File: config.mk
export PLATFORM = sky130hd
export DESIGN_NAME = down_counter_timer
export DESIGN_NICKNAME = d
export VERILOG_FILES = /design/src/rtl/down_counter_timer.sv
export SDC_FILE = /design/constraint.sdc
export NUM_CORES = 1
export LEC_CHECK = 0
export CORE_MARGIN = 10
export CORE_UTILIZATION = 45
export DETAILED_ROUTE_END_ITERATION = 12
export DONT_BUFFER_PORTS = 1
export PLACE_DENSITY = 0.71
export SLEW_MARGIN = 30
export SYNTH_ARGS = -nofsm -noshare
export SYNTH_HDL_FRONTEND = slang
export SYNTH_SLANG_ARGS = --single-unit
File: constraint.sdc
create_clock -name clk -period 3.5 [get_ports clk]
set_input_delay 0.7 -clock clk [delete_from_list [all_inputs] [get_ports clk]]
set_output_delay 0.7 -clock clk [all_outputs]
set_load 0.02 [all_outputs]
File: src/rtl/down_counter_timer.sv
// Loadable down-counting timer: counts a loaded period down to zero under an
// enable, then either parks in DONE (one-shot) or reloads itself (periodic).
module down_counter_timer #(
  parameter int WIDTH = 4
) (
  input  logic             clk,
  input  logic             rst,
  input  logic             load,
  input  logic [WIDTH-1:0] data_in,
  input  logic             en,
  input  logic             auto_reload,
  input  logic             clr,
  output logic [WIDTH-1:0] count,
  output logic             zero,
  output logic             tc_pulse,
  output logic             busy,
  output logic             done,
  output logic [1:0]       state_dbg
);

  // state_dbg encoding: 0 = IDLE, 1 = RUN, 2 = DONE.
  typedef enum logic [1:0] {
    IDLE = 2'd0,
    RUN  = 2'd1,
    DONE = 2'd2
  } state_t;

  state_t           state_q, state_d;
  logic [WIDTH-1:0] count_q, count_d;
  logic [WIDTH-1:0] reload_q, reload_d;
  logic             tc_q, tc_d;

  always_ff @(posedge clk or posedge rst) begin
    if (rst) begin
      state_q  <= IDLE;
      count_q  <= '0;
      reload_q <= '0;
      tc_q     <= 1'b0;
    end else begin
      state_q  <= state_d;
      count_q  <= count_d;
      reload_q <= reload_d;
      tc_q     <= tc_d;
    end
  end

  // Priority: clr, then load, then counting. tc_d defaults low so the pulse
  // lasts exactly one cycle unless another expiry follows immediately.
  always_comb begin
    state_d  = state_q;
    count_d  = count_q;
    reload_d = reload_q;
    tc_d     = 1'b0;
    if (clr) begin
      state_d = IDLE;
      count_d = '0;
    end else if (load) begin
      reload_d = data_in;
      count_d  = data_in;
      state_d  = (data_in != '0) ? RUN : IDLE;
    end else begin
      case (state_q)
        RUN: begin
          if (en) begin
            if (count_q == WIDTH'(1)) begin
              tc_d = 1'b1;
              if (auto_reload) begin
                count_d = reload_q;
              end else begin
                count_d = '0;
                state_d = DONE;
              end
            end else if (count_q > WIDTH'(1)) begin
              count_d = count_q - WIDTH'(1);
            end
          end
        end
        DONE: begin
          count_d = '0;
        end
        default: begin
          state_d = state_q;
        end
      endcase
    end
  end

  assign count     = count_q;
  assign zero      = (count_q == '0);
  assign tc_pulse  = tc_q;
  assign busy      = (state_q == RUN);
  assign done      = (state_q == DONE);
  assign state_dbg = state_q;

endmodule

==> results of run 1 <==
[registers in the layout, indices dropped and copies added, names as in the netlist]
| register | count |
|---|---|
| count | 4 |
| reload_q | 4 |
| state_dbg | 2 |
| tc_pulse | 1 |
[layout by cell type (no fill, tap or decap), types with 2 or more instances in the layout]
master / count
dfrtp_1: 11
nand2b_1: 2
clkbuf_4: 3
inv_1: 5
nand2_1: 11
and3_1: 3
nor3_1: 2
o21ai_0: 5
a21oi_1: 2
a31oi_1: 4
nor2_1: 10
ha_1: 5
nand3b_1: 2
[critical path: stages, from the launching register on]
cell and delay [ns]:
dfrtp_1 0.51, inv_1 0.14, ha_1 0.14, nor3b_1 0.57
[logic make-up (layout without fill, tap and decap cells)]
group | after synthesis | in the layout | share of synthesized area
AOI/OAI and AO/OA | 16 | 16 | 0.1629
xor gates and xnor gates | 1 | 1 | 0.01326
adders and majority gates | 5 | 5 | 0.09470
buffers and inverters | 5 | 9 | 0.02841
DFF | 11 | 11 | 0.4167
and+or+nand+nor | 35 | 35 | 0.2841
[power groups by stage]
stage | clock (mW) | combinational, mW | sequential, mW
2_1_floorplan | 0 | 0.0640 | 0.172
3_3_place_gp | 0 | 0.0755 | 0.176
3_5_place_dp | 0 | 0.0757 | 0.177
4_1_cts | 0.0906 | 0.0767 | 0.175
5_1_grt | 0.0965 | 0.0865 | 0.178
6_report | 0.0863 | 0.0760 | 0.174
[Yosys cell counts (all sizes together)]
cell,count,area [sq um]
o221ai,1,15.01
and3,3,18.77
inv,5,18.77
o41ai,1,8.760
a21oi,2,10.01
dfrtp,11,275.3
o311ai,1,8.760
nand2b,2,12.51
nor3,2,10.01
nor4b,1,15.01
nand2,11,41.29
nor2b,1,6.260
ha,5,62.56
nand3,1,5.000
nor3b,2,26.28
nor2,10,37.54
xnor2,1,8.760
nand3b,2,15.01
a31oi,4,25.02
a21boi,1,7.510
o21ai,5,25.02
o21a,1,7.510
[final cells by class]
class                   count  area share
inverters                   5     0.02660
multi-input cells          57      0.5195
flip-flops and latches     11      0.3901
well taps                  15     0.02660
clock buffers               4     0.03723
[metal layers]
layer	vias up	GRT usage
li1	265	-
met1	250	0.09305
met2	10	0.1669
met3	2	0.04721
met4	0	0.04698
met5	-	0
[worst paths after layout]
path | endpoint | slack (ns) | cells past startpoint
worst max register to register | count[3] | 1.66 | 5
min in group clk | reload_q[0] | 0.48 | 2
max in group asynchronous | count[1] | 2.88 | 1
worst min-delay path | tc_pulse | 0.32 | 1
worst max-delay path | zero | 1.18 | 3
worst min register to register | reload_q[0] | 0.48 | 2
[per-stage QoR]
stage	utilization	std cells	setup slack, ns
floorplan	-	73	1.557
global placement	0.5032	88	1.471
detailed placement	0.5032	88	1.450
CTS	0.5227	92	1.148
global route	0.5227	92	1.083
finish	0.5227	92	1.184
==> flow_metrics.tcl, run 1 <==
set metrics [dict create \
    outcome "finished clean" \
    antenna_found_initial 0 \
    dieWidth_um 58.32 \
    cts_resized 0 \
    p_int_mw 0.2188 \
    p_per_area_nw_per_um2 476.7 \
    cts_max_path_buffers 2 \
    critical_path_class "flop to output pin" \
    synthDistinctLibCells 23 \
    design.core.area_sq_um 1350 \
    grt_pass1_vias 554 \
    fin_crit_ns 2.316 \
    gp_congestion 0.7755 \
    endpoint_kind "output pin" \
    clkSinkCount 11 \
    postCtsHoldBufs 0 \
    switching_share 0.3496 \
    synth_nets 88 \
    path_clk_slew_ns 0.07 \
    portBuffers 0 \
    rsz0062_at_grt "no" \
    p_total_mw 0.3364 \
    route.met3.wl_um 125 \
    clockPowerShare 0.257 \
    synth_area_sq_um 660.6 \
    clock_tree.root_cell "clkbuf_4" \
    vias_per_cell 5.728 \
    worst_pin_slew_ns 0.6848 \
    wl_um 1575 \
    comb_power_share 0.226 \
    grt_use_total 0.09642 \
    worst_ir_drop_vdd_mv 0.2032 \
    drt_first_iter_violations 10 \
    worstSetupStartpoint "count[0]" \
    nets 93 \
    ys_seq_area_frac 0.4167 \
    min_period_over_period 0.6618 \
    htree_levels 1 \
    synth_cells 73 \
    p_sw_mw 0.1176 \
    place_hpwl_um 1235 \
    multiInputGateArea_sq_um 366.6 \
    dpl_cell_area_sq_um 679.4 \
    syn_area_per_cell_sq_um 9.050 \
    io_pins 20 \
    synth_seq_cells 11 \
    r2r_start "state_dbg[0]" \
    drc_errors 0 \
    p_leak_nw 0.3243 \
    regArea_sq_um 275.3 \
    yosysWarningCount 0 \
    cp_data_required_time_ns 2.80 \
    skew_ns 0.001470 \
    overflow 0 \
    fill_cells 125 \
    tns_ns 0 \
    syn_to_final_growth_pct 6.818 \
    grt_pass1_wl_um 2559 \
    rows 13 \
    top_layer "met4" \
    slew_headroom 0.5425 \
    cts_buffers 3 \
    drive_gt1_frac 0.07792 \
    wl_met2_um 785 \
    arrival_ns 1.62 \
    maxCapViolCount 0 \
    setup_viol 0 \
    wl_per_cell_um 17.12 \
    hold_violations 0 \
    wl_met1_um 651 \
    initial_utilization 0.4893 \
    critPathMaxFanout 6 \
    cts_tree "built" \
    cts_setup_buffers 0 \
    drtAntennaViolNets 0 \
    hp-class "input port to asynchronous set/reset pin" \
    maxSlewViolCount 0 \
    vias 527 \
    crit_path_start_kind "flop" \
    final_area_sq_um 705.7 \
    drtPass1Iterations 6 \
    clock.fmax_mhz 431.7 \
    holdWs_ns 0.3189 \
    clock_latency_ns 0.26 \
    p_seq_frac 0.517 \
    diodes 0 \
    grt_max_degree 12 \
    die_area_sq_um 3401 \
    die_height_um 58.32 \
]
Note: power is estimated with default switching activity, not from simulation.
==> inputs of run 2 (changes only) <==
- clock period: 3.5 -> 2.4 ns (I/O delays scaled with it)
==> run 2 against run 1 <==
Against the previous run:
- clock power is 48% higher
- via count is 0.19% lower
- sequential power is 47% higher
- routed wire length is 0.25% lower
- final cell count is 1.1% higher
==> flow_metrics.tcl, run 2 (synthesis gave the netlist of run 1 again) <==
set metrics [dict create \
    r2r_setup_slack_ns 0.61 \
    vias_per_cell 5.656 \
    maxCapViolCount 0 \
    setup_viol 0 \
    pre_cts_ws_ns 0.6284 \
    cts_setup_buffers 0 \
    vias 526 \
    hp-class "input port to asynchronous set/reset pin" \
    arrival_ns 1.48 \
    endpoint_kind "output pin" \
    outcome "finished clean" \
    fin_crit_ns 1.955 \
    postCtsHoldBufs 0 \
    path_clk_slew_ns 0.07 \
    final_cells 93 \
    p_per_area_nw_per_um2 699.7 \
    worst_ir_drop_vdd_mv 0.4175 \
    antenna_found_initial 0 \
    max_stage_delay_ns 0.56 \
    drive_gt1_frac 0.08974 \
    cts_resized 0 \
    grt_pass1_vias 548 \
    wl_per_cell_um 16.89 \
    die_area_sq_um 3401 \
    place_hpwl_um 1258 \
    cts_tree "built" \
    dp.cells 89 \
    drt_first_iter_violations 17 \
    tns_ns 0 \
    critPathSlowestCell "dfrtp_1" \
    utilization 0.5283 \
    drc_errors 0 \
    syn_to_final_growth_pct 7.954 \
    postLayoutSetupSlackWorst_ns 0.4448 \
    diodes 0 \
    grt_pass1_wl_um 2587 \
    drtPass1Iterations 5 \
    initial_utilization 0.4893 \
    maxSlewViolCount 0 \
    cts_max_path_buffers 2 \
    worst_pin_slew_ns 0.4881 \
    hold_violations 0 \
    clock.fmax_mhz 511.4 \
    grt_use_total 0.09694 \
    p_leak_nw 0.3294 \
    wl_um 1571 \
    holdWs_ns 0.09334 \
    dieWidth_um 58.32 \
    io_pins 20 \
    gp_congestion 0.8026 \
    skew_ns 0.002480 \
    nets 94 \
    rsz0062_at_grt "no" \
    slew_headroom 0.6746 \
    overflow 0 \
    crit_path_start_kind "flop" \
    htree_levels 1 \
    cts_buffers 3 \
    design.core.area_sq_um 1350 \
    portBuffers 0 \
    fill_cells 140 \
    clock_tree.root_cell "clkbuf_4" \
    grt_max_degree 12 \
    rows 13 \
    critPathMaxFanout 6 \
    cp_data_required_time_ns 1.92 \
    die_height_um 58.32 \
    critical_path_class "flop to output pin" \
    min_period_over_period 0.8147 \
    clock_latency_ns 0.27 \
    crit_chain "inv_1 -> ha_1 -> nor3b_1 -> buf_4" \
    drtAntennaViolNets 0 \
    final_cell_mix "nand2_1 (11), dfrtp_1 (11), nor2_1 (10)" \
    clkSinkCount 11 \
]
run 2: power by group:
| group | internal, mW | switching (mW) | leakage (nW) |
|---|---|---|---|
| clock | 0.0643 | 0.0633 | 0.0150 |
| combinational | 0.0536 | 0.0623 | 0.174 |
| sequential | 0.206 | 0.0494 | 0.141 |
run 2: per-layer routing:
metal	up-vias	part of all wire	wire length [um]	global-route usage
li1	265	-	-	-
met1	247	0.44	688	0.1070
met2	10	0.48	751	0.1533
met3	4	0.067	105	0.03648
met4	0	0.017	26	0.06040
met5	-	0	0	0
run 2: area by class of cell:
class / instances / area, sq um / area share
Tap cell: 15 / 18.77 / 0.02632
Inverter: 5 / 18.77 / 0.02632
Clock buffer: 4 / 26.28 / 0.03684
Sequential cell: 11 / 275.3 / 0.3860
Multi-Input combinational cell: 57 / 366.6 / 0.5140
Timing Repair Buffer: 1 / 7.507 / 0.01053
run 2: path summary, 6_finish.rpt:
check / startpoint / endpoint / cells past startpoint
worst min-delay path: rst / count[1] / 1
max in group asynchronous: rst / count[2] / 1
worst max register to register: count[0] / count[3] / 6
worst min register to register: reload_q[0] / reload_q[0] / 2
min in group clk: clr / state_dbg[0] / 1
worst max-delay path: count[0] / zero / 4
run 2: metrics by stage:
stage / total power, mW / area (sq um)
after floorplan: 0.3441 / 660.6
after global placement: 0.3725 / 686.9
after detailed placement: 0.3754 / 686.9
after CTS: 0.5074 / 713.2
after global routing: 0.5335 / 713.2
final: 0.4990 / 713.2
run 2: worst max-delay path: cells and delay by family, from the launching register on:
family,cells,cell delay [ns]
DFF,1,0.56
buffers and inverters,2,0.31
adders and majority gates,1,0.22
and+or+nand+nor,1,0.13
